==> config.mk <==
export PLATFORM = sky130hd
export DESIGN_NAME = delay_sram_arbiter
export DESIGN_NICKNAME = d
export VERILOG_FILES = /design/src/rtl/delay_sram_arbiter_pkg.sv /design/src/rtl/delay_sram_arbiter_bank_table.sv /design/src/rtl/delay_sram_arbiter.sv
export SDC_FILE = /design/constraint.sdc
export NUM_CORES = 1
export LEC_CHECK = 0
export ABC_CLOCK_PERIOD_IN_PS = 22200
export CELL_PAD_IN_SITES_DETAIL_PLACEMENT = 2
export CELL_PAD_IN_SITES_GLOBAL_PLACEMENT = 2
export CORE_UTILIZATION = 30
export CTS_CLUSTER_SIZE = 8
export DETAILED_ROUTE_END_ITERATION = 7
export GPL_ROUTABILITY_DRIVEN = 0
export PLACE_DENSITY = 0.69
export SLEW_MARGIN = 5
export SYNTH_ARGS = -nofsm -noshare
export SYNTH_HDL_FRONTEND = slang
export SYNTH_SLANG_ARGS = --single-unit
==> constraint.sdc <==
create_clock -name clk -period 22.2 [get_ports clk]
set_clock_uncertainty 0.1 [all_clocks]
set_input_delay 4.44 -clock clk [delete_from_list [all_inputs] [get_ports clk]]
set_output_delay 4.44 -clock clk [all_outputs]
set_load 0.01 [all_outputs]
==> src/rtl/delay_sram_arbiter_pkg.sv <==
// delay_sram_arbiter shared types.
// Allocation FSM encoding and requester count.
package delay_sram_arbiter_pkg;

  typedef enum logic [1:0] {
    DSRAM_STATE_IDLE   = 2'd0,
    DSRAM_STATE_SCAN   = 2'd1,
    DSRAM_STATE_COMMIT = 2'd2,
    DSRAM_STATE_DONE   = 2'd3
  } dsram_state_e;

  localparam int NREQ = 2;

endpackage

==> src/rtl/delay_sram_arbiter_bank_table.sv <==
// Per-bank {valid, owner} table for the delay SRAM.
// Parallel free, single-bank commit, two lookups, one scan port.
module delay_sram_arbiter_bank_table
  import delay_sram_arbiter_pkg::*;
#(
  parameter int n_banks = 64,
  localparam int BW = $clog2(n_banks)
) (
  input  logic              clk,
  input  logic              reset,
  input  logic              free_en,
  input  logic              free_owner,
  input  logic              commit_en,
  input  logic [BW-1:0]     commit_bank,
  input  logic              commit_owner,
  input  logic [2*BW-1:0]   lk_bank,
  output logic [NREQ-1:0]   lk_hit,
  input  logic [BW-1:0]     scan_bank,
  output logic              scan_free
);

  logic [n_banks-1:0] valid_q;
  logic [n_banks-1:0] owner_q;
  logic [BW-1:0]      lk0;
  logic [BW-1:0]      lk1;

  assign lk0 = lk_bank[BW-1:0];
  assign lk1 = lk_bank[2*BW-1:BW];

  // A requester hits only a valid bank carrying its own index.
  assign lk_hit[0] = valid_q[lk0] & ~owner_q[lk0];
  assign lk_hit[1] = valid_q[lk1] & owner_q[lk1];

  assign scan_free = ~valid_q[scan_bank];

  // Release all banks of one owner at once, or claim one bank.
  always_ff @(posedge clk or posedge reset) begin
    if (reset) begin
      valid_q <= '0;
      owner_q <= '0;
    end else begin
      if (free_en) begin
        for (int b = 0; b < n_banks; b++) begin
          if (owner_q[b] == free_owner) begin
            valid_q[b] <= 1'b0;
          end
        end
      end
      if (commit_en) begin
        valid_q[commit_bank] <= 1'b1;
        owner_q[commit_bank] <= commit_owner;
      end
    end
  end

endmodule

==> src/rtl/delay_sram_arbiter.sv <==
// Delay-line SRAM owner: bank-run allocator plus
// round-robin word-access arbiter for two DSP pipelines.
module delay_sram_arbiter
  import delay_sram_arbiter_pkg::*;
#(
  parameter int data_width     = 16,
  parameter int n_sram_banks   = 64,
  parameter int sram_bank_size = 1024,
  localparam int BW = $clog2(n_sram_banks),
  localparam int OW = $clog2(sram_bank_size),
  localparam int AW = BW + OW
) (
  input  logic                    clk,
  input  logic                    reset,
  input  logic                    alloc_req,
  input  logic                    alloc_owner,
  input  logic [BW:0]             alloc_n_banks,
  output logic                    alloc_done,
  output logic                    alloc_fail,
  output logic [BW-1:0]           alloc_base,
  input  logic                    free_req,
  input  logic                    free_owner,
  output logic                    free_done,
  output logic                    busy,
  input  logic [1:0]              req,
  input  logic [1:0]              we,
  input  logic [2*AW-1:0]         addr,
  input  logic [2*data_width-1:0] wdata,
  output logic [1:0]              gnt,
  output logic [1:0]              err,
  output logic [1:0]              rvalid,
  output logic [data_width-1:0]   rdata,
  output logic                    mem_en,
  output logic                    mem_we,
  output logic [AW-1:0]           mem_addr,
  output logic [data_width-1:0]   mem_wdata,
  input  logic [data_width-1:0]   mem_rdata
);

  localparam logic [BW-1:0] LAST  = BW'(n_sram_banks - 1);
  localparam logic [BW-1:0] ONE_B = BW'(1);
  localparam logic [BW:0]   ONE_N = (BW+1)'(1);

  dsram_state_e    state;
  logic            own_q;
  logic [BW:0]     n_q;
  logic [BW:0]     run;
  logic [BW-1:0]   cursor;
  logic [BW-1:0]   base;
  logic [BW-1:0]   cidx;
  logic [BW-1:0]   scan_base;
  logic            fail_q;

  logic            free_en;
  logic            commit_en;
  logic            scan_free;
  logic [1:0]      lk_hit;

  logic            rr;
  logic [1:0]      rd_pend;
  logic [1:0]      cand;
  logic            any;
  logic            sel;
  logic [AW-1:0]   sel_addr;
  logic [data_width-1:0] sel_wdata;

  assign busy      = (state != DSRAM_STATE_IDLE);
  assign free_en   = free_req & (state == DSRAM_STATE_IDLE);
  assign commit_en = (state == DSRAM_STATE_COMMIT);
  assign scan_base = cursor - n_q[BW-1:0] + ONE_B;

  // The macro already registers its read port, so rdata is
  // passed straight through and qualified by rvalid.
  assign rdata = mem_rdata;

  delay_sram_arbiter_bank_table #(
    .n_banks (n_sram_banks)
  ) u_table (
    .clk          (clk),
    .reset        (reset),
    .free_en      (free_en),
    .free_owner   (free_owner),
    .commit_en    (commit_en),
    .commit_bank  (cidx),
    .commit_owner (own_q),
    .lk_bank      ({addr[2*AW-1 -: BW], addr[AW-1 -: BW]}),
    .lk_hit       (lk_hit),
    .scan_bank    (cursor),
    .scan_free    (scan_free)
  );

  // Pick a requester; one answered last cycle sits out once so
  // its held request is not issued twice.
  always_comb begin
    cand      = req & ~(gnt | err);
    any       = |cand;
    sel       = (&cand) ? rr : cand[1];
    sel_addr  = sel ? addr[2*AW-1:AW] : addr[AW-1:0];
    sel_wdata = sel ? wdata[2*data_width-1:data_width]
                    : wdata[data_width-1:0];
  end

  // Issue the chosen access or reject it; track pending reads.
  always_ff @(posedge clk or posedge reset) begin
    if (reset) begin
      rr        <= 1'b0;
      gnt       <= '0;
      err       <= '0;
      rd_pend   <= '0;
      rvalid    <= '0;
      mem_en    <= 1'b0;
      mem_we    <= 1'b0;
      mem_addr  <= '0;
      mem_wdata <= '0;
    end else begin
      gnt     <= '0;
      err     <= '0;
      rd_pend <= '0;
      mem_en  <= 1'b0;
      mem_we  <= 1'b0;
      rvalid  <= rd_pend;
      if (any) begin
        rr <= ~rr;
        if (lk_hit[sel]) begin
          gnt[sel]     <= 1'b1;
          mem_en       <= 1'b1;
          mem_we       <= we[sel];
          mem_addr     <= sel_addr;
          mem_wdata    <= sel_wdata;
          rd_pend[sel] <= ~we[sel];
        end else begin
          err[sel] <= 1'b1;
        end
      end
    end
  end

  // Allocation FSM: latch, scan for a free run, commit, report.
  always_ff @(posedge clk or posedge reset) begin
    if (reset) begin
      state      <= DSRAM_STATE_IDLE;
      own_q      <= 1'b0;
      n_q        <= '0;
      run        <= '0;
      cursor     <= '0;
      base       <= '0;
      cidx       <= '0;
      fail_q     <= 1'b0;
      alloc_done <= 1'b0;
      alloc_fail <= 1'b0;
      alloc_base <= '0;
      free_done  <= 1'b0;
    end else begin
      alloc_done <= 1'b0;
      alloc_fail <= 1'b0;
      free_done  <= 1'b0;
      unique case (state)
        DSRAM_STATE_IDLE: begin
          free_done <= free_req;
          if (alloc_req) begin
            own_q  <= alloc_owner;
            n_q    <= alloc_n_banks;
            cursor <= '0;
            run    <= '0;
            fail_q <= (alloc_n_banks == '0);
            state  <= (alloc_n_banks == '0) ? DSRAM_STATE_DONE
                                            : DSRAM_STATE_SCAN;
          end
        end
        DSRAM_STATE_SCAN: begin
          cursor <= cursor + ONE_B;
          if (scan_free && (run + ONE_N == n_q)) begin
            base  <= scan_base;
            cidx  <= scan_base;
            run   <= n_q;
            state <= DSRAM_STATE_COMMIT;
          end else begin
            run <= scan_free ? run + ONE_N : '0;
            if (cursor == LAST) begin
              fail_q <= 1'b1;
              state  <= DSRAM_STATE_DONE;
            end
          end
        end
        DSRAM_STATE_COMMIT: begin
          cidx <= cidx + ONE_B;
          run  <= run - ONE_N;
          if (run == ONE_N) begin
            state <= DSRAM_STATE_DONE;
          end
        end
        DSRAM_STATE_DONE: begin
          alloc_done <= 1'b1;
          alloc_fail <= fail_q;
          alloc_base <= fail_q ? '0 : base;
          state      <= DSRAM_STATE_IDLE;
        end
        default: state <= DSRAM_STATE_IDLE;
      endcase
    end
  end

endmodule
### Word level (Yosys, flattened, before mapping)

Cells that the tools add are included.

* memories: 0
* bits in writable memories: 0
* output and inout port bits: 66
* memory bits (read-only): 0
* logic and storage cells: 263
* bits in latches: 0
* register bits after elaboration: 216
* input bits: 97

* reductions and logical operators: 19
* divide/modulo/power cells: 0
* $lt $le $gt $ge: 7
* muxes and demuxes: 120
* multipliers: 0
* add/sub/neg operators: 6
* shift-type cells: 0
* bitwise logic cells: 12
* equal/unequal tests: 76

Operator list (count)
* $mux 64: 2
* $mux 1: 86
* $bwmux 64: 1
* $eq 1x1->1: 64
* $or 64x64->64: 1
* $mux 16: 2
* $bmux 1 s6: 5
* $lt 6x7->1 const B: 4
* $pmux 6 s2: 2
* $mux 2: 11
* $mux 7: 3
* $pmux 7 s3: 1
* $add 6x1->6 const B: 3
* $mux 6: 3
* $reduce_and 2->1: 7
* $ne 2x2->1 const B: 4
* $pmux 2 s4: 1
* $add 7x1->7 const B: 1
* $eq 7x1->1 const B: 1
* $eq 7x7->1: 1
* $logic_not 7->1: 1
* $sub 7x1->7 const B: 1
* $demux 1 s6: 1
* $eq 6x6->1 const B: 1
* other kinds (22): 33

### Logic depth before layout (Yosys ltp)

* depth after elaboration: 12
* gate-level depth with buffers: 15
* gate-level depth less buffers: 13

### Cells and area by module

Synthesis repeated with hierarchy kept, for this count alone.

* cells, all modules: 1309
* area, all modules: 12712.2 sq um

By module, submodules not included
* delay_sram_arbiter_bank_table: times used 1, sequential area each 3203.1 sq um, area an instance 7832.5 sq um, cells an instance 810
* delay_sram_arbiter: times used 1, sequential area each 2202.1 sq um, area an instance 4879.7 sq um, cells an instance 499

### Least setup slack after synthesis

OpenSTA, ideal clock, no wires.

* path kind: input to output
* from: input port mem_rdata[0]
* to: output port rdata[0]
* slack: 13.101 ns
* arrival time: 4.559 ns
* stages: 1
* buffers on the path: 1
* required time: 17.660 ns
* cell sequence: buf_4

RTL lines
* start: declaration: line delay_sram_arbiter.sv:37 `input logic [data_width-1:0] mem_rdata`
* end: declaration: line delay_sram_arbiter.sv:32 `output logic [data_width-1:0] rdata,`

No word-level cell between the ends.

### Final worst setup path

* from: input port mem_rdata[3]
* to: output port rdata[3]

No word-level cell between the ends.

==> metrics.txt <==
# TYPE chip_impl_metric gauge
chip_impl_metric{name="synth.cell_area",unit="µm²"} 12600
chip_impl_metric{name="power.static_leakage",unit="nW"} 6.75
chip_impl_metric{name="placeableCoreArea",unit="µm²"} 41200
chip_impl_info{name="crit_type",value="input pin to output port"} 1
chip_impl_info{name="run_status",value="finished clean"} 1
chip_impl_metric{name="setup_viol",unit=""} 0
chip_impl_metric{name="final.setup.tns",unit="ns"} 0
chip_impl_info{name="ys_dominant_reg_cell",value="sky130_fd_sc_hd__dfrtp_1"} 1
chip_impl_metric{name="post_cts_buffers",unit=""} 0
chip_impl_info{name="r2r_start",value="cursor[2]"} 1
chip_impl_metric{name="dp_hpwl",unit="µm"} 30900
chip_impl_metric{name="ant_nets",unit=""} 0
chip_impl_info{name="min_path_type",value="register to register"} 1
chip_impl_metric{name="postRouteWirelength",unit="µm"} 45600
chip_impl_metric{name="holdBufCountCts",unit=""} 0
chip_impl_metric{name="crit_path_max_fanout",unit=""} 1
chip_impl_metric{name="cts_buffers",unit=""} 31
chip_impl_metric{name="dr_total_vias",unit=""} 10589
chip_impl_metric{name="initial_utilization",unit="%"} 30.7
chip_impl_metric{name="post_synth.cell_area_avg",unit="µm²"} 9.64
chip_impl_metric{name="yosysSeqAreaShare",unit="%"} 42.8
chip_impl_metric{name="global_route_wire_length_before_repair",unit="µm"} 72000
chip_impl_metric{name="synthesis.instances",unit=""} 1311
chip_impl_metric{name="die_area",unit="µm²"} 42900
chip_impl_metric{name="clkLatencyLatePin",unit="ns"} 0.58
chip_impl_metric{name="worst-endpoint-required",unit="ns"} 17.66
chip_impl_metric{name="grt_overflow_total",unit=""} 0
chip_impl_metric{name="ys_async_sr_fraction",unit="%"} 100
chip_impl_metric{name="route.detailed.wl_per_inst",unit="µm"} 23.6
chip_impl_metric{name="utilization",unit="%"} 36.7
chip_impl_metric{name="drt-pass1-iter-count",unit=""} 4
chip_impl_metric{name="grt_start_max_net_pins",unit=""} 107
chip_impl_info{name="clk_root_buf",value="sky130_fd_sc_hd__clkbuf_16"} 1
chip_impl_metric{name="placed_cells",unit=""} 1895
chip_impl_metric{name="totalPowerFinal",unit="mW"} 1.74
chip_impl_metric{name="clkSinkCount",unit=""} 216
chip_impl_metric{name="syn_nets",unit=""} 1427
chip_impl_metric{name="number_of_global_route_vias_before_repair",unit=""} 11725
chip_impl_metric{name="die_w",unit="µm"} 207
chip_impl_info{name="synthDominantAreaCellType",value="sky130_fd_sc_hd__dfrtp_1"} 1
chip_impl_metric{name="final_net_count",unit=""} 1512
chip_impl_metric{name="final_layout_size_suffix_gt1_share",unit="%"} 12.2
chip_impl_metric{name="fp_rows",unit=""} 74
chip_impl_metric{name="htree_num_levels",unit=""} 1
chip_impl_metric{name="area_delta_synth_final",unit="%"} 19.6
chip_impl_info{name="min_from",value="rd_pend[0]"} 1
chip_impl_metric{name="fin_cells",unit=""} 1932
chip_impl_metric{name="synth-seq-cells",unit=""} 216
chip_impl_metric{name="clock_tree_buffer_depth",unit=""} 3
chip_impl_metric{name="power_density",unit="nW/µm²"} 115
chip_impl_metric{name="worstPathArrival",unit="ns"} 4.44
chip_impl_metric{name="layout_worst_path_cycle_share",unit="%"} 40.5
chip_impl_info{name="setup.worst_path.start",value="mem_rdata[3]"} 1
chip_impl_metric{name="initialDrtViolationCount",unit=""} 449
chip_impl_metric{name="via_per_inst",unit=""} 5.48
chip_impl_metric{name="yosys_warnings",unit=""} 0
chip_impl_metric{name="initial_antenna_violation_count",unit=""} 2
chip_impl_metric{name="slew-limit-headroom",unit="%"} 23.9
chip_impl_metric{name="numPortBuffers",unit=""} 130
chip_impl_metric{name="max_slew.worst_pin.slew",unit="ns"} 1.14
chip_impl_info{name="worst_setup_path_end_kind",value="output port"} 1
chip_impl_info{name="clock_tree_from_tritoncts",value="yes"} 1
chip_impl_info{name="synthTopCellsByArea",value="sky130_fd_sc_hd__dfrtp_1, sky130_fd_sc_hd__mux2_2, sky130_fd_sc_hd__nand2_1"} 1
chip_impl_metric{name="synth.lib_cells_used.distinct",unit=""} 76
chip_impl_metric{name="slew_violations",unit=""} 0
chip_impl_metric{name="drc_errors",unit=""} 0
chip_impl_metric{name="fp.dieH",unit="µm"} 207
chip_impl_metric{name="io_pins",unit=""} 163
chip_impl_metric{name="diodes_inserted",unit=""} 0
chip_impl_metric{name="cts_resized",unit=""} 0
chip_impl_info{name="synthTopCellsByCount",value="sky130_fd_sc_hd__dfrtp_1, sky130_fd_sc_hd__nand2_1, sky130_fd_sc_hd__o21ai_0"} 1
chip_impl_metric{name="peakVddDrop",unit="mV"} 0.0570
chip_impl_metric{name="all_layer_global_routing_usage",unit="%"} 21.4
chip_impl_metric{name="hold_viol",unit=""} 0
chip_impl_metric{name="layout_min_cycle_time",unit="ns"} 8.98
chip_impl_metric{name="synth_edf_count",unit=""} 0
chip_impl_metric{name="clk_transition_reported_paths",unit="ns"} 0.05
chip_impl_metric{name="fmaxAchievable",unit="GHz"} 0.111
chip_impl_info{name="grt_setup_unrepaired",value="false"} 1
chip_impl_info{name="cp-start-kind",value="input pin"} 1
chip_impl_metric{name="number_of_maximum_capacitance_constraint_violations",unit=""} 0
chip_impl_metric{name="synth_top_area_share",unit="%"} 42.8
## sequential cells by signal (all words and copies together), names as in the netlist, 6 cells and up
signal	count
alloc_base	6
u_table.valid_q	64
mem_addr	16
u_table.owner_q	64
base	6
cursor	6
mem_wdata	16
n_q	7
cidx	6
run	7
## power breakdown
part           internal (mW)  total [mW]  switching, mW
logic                  0.303       0.677          0.374
registers              0.510       0.643          0.133
clock network          0.245       0.421          0.175
total                   1.06        1.74          0.682
## logic make-up (layout without fill, tap and decap cells)
| group | Yosys count | count (layout) | share of synthesized area (%) |
|---|---|---|---|
| adders and majority gates | 19 | 19 | 1.94 |
| muxes | 119 | 119 | 11.6 |
| and+or+nand+nor | 441 | 441 | 17.0 |
| buffers and inverters | 160 | 249 | 5.74 |
| AOI/OAI and AO/OA | 267 | 267 | 14.5 |
| xor gates and xnor gates | 89 | 89 | 6.39 |
| DFF | 216 | 216 | 42.8 |
## per-stage QoR
stage | instance area (µm²) | hold WS [ns] | setup WS, ns
2_1_floorplan | 12600 | 0.231 | 11.75
3_5_place_dp | 14300 | 0.244 | 13.22
4_1_cts | 15100 | 0.256 | 13.22
3_3_place_gp | 14300 | 0.233 | 13.22
6_report | 15100 | 0.251 | 13.22
5_1_grt | 15100 | 0.257 | 13.22
## metal layers
metal | part of all wire [%] | GRT usage [%] | vias up
met5 | 0 | 0 | -
met4 | 2.4 | 5.07 | 0
met3 | 3.0 | 2.78 | 63
met2 | 48 | 36.5 | 173
met1 | 46 | 28.6 | 5557
li1 | - | - | 4796
## worst reg2reg max path: cells and delay by family, from the launching register on
kind	cells	cell delay (ns)
AO/OA/AOI/OAI	3	0.97
flip-flops	1	1.04
multiplexers	1	0.68
AND/OR/NAND/NOR	2	0.84
## worst paths after layout
path / endpoint / slack, ns / cells after the start
max in group asynchronous: alloc_base[3] / 16.28 / 3
setup / recovery: rdata[3] / 13.22 / 0
min in group asynchronous: free_done / 4.32 / 2
hold reg to reg: rvalid[0] / 0.25 / 0
setup reg to reg: run[0] / 18.46 / 6
hold / removal: rvalid[0] / 0.25 / 0
## final cells by class
class                   instances  area [µm²]
clock buffers                  35         791
clock inverters                 2        16.3
fillers                      4513       26100
inverters                      62         243
multi-input cells             935        6550
flip-flops and latches        216        5410
well taps                     532         666
repair buffers                150        1440
## placed cells by master, fill, tap and decap left out, drive strengths merged, types with 35 or more instances in the layout
cell type / n
nand2: 216
o21ai: 115
xor2: 71
clkdlybuf4s50: 127
mux2: 79
inv: 63
nand3: 57
nor2: 35
clkbuf: 35
dfrtp: 216
(Power assumes the default switching activity.)
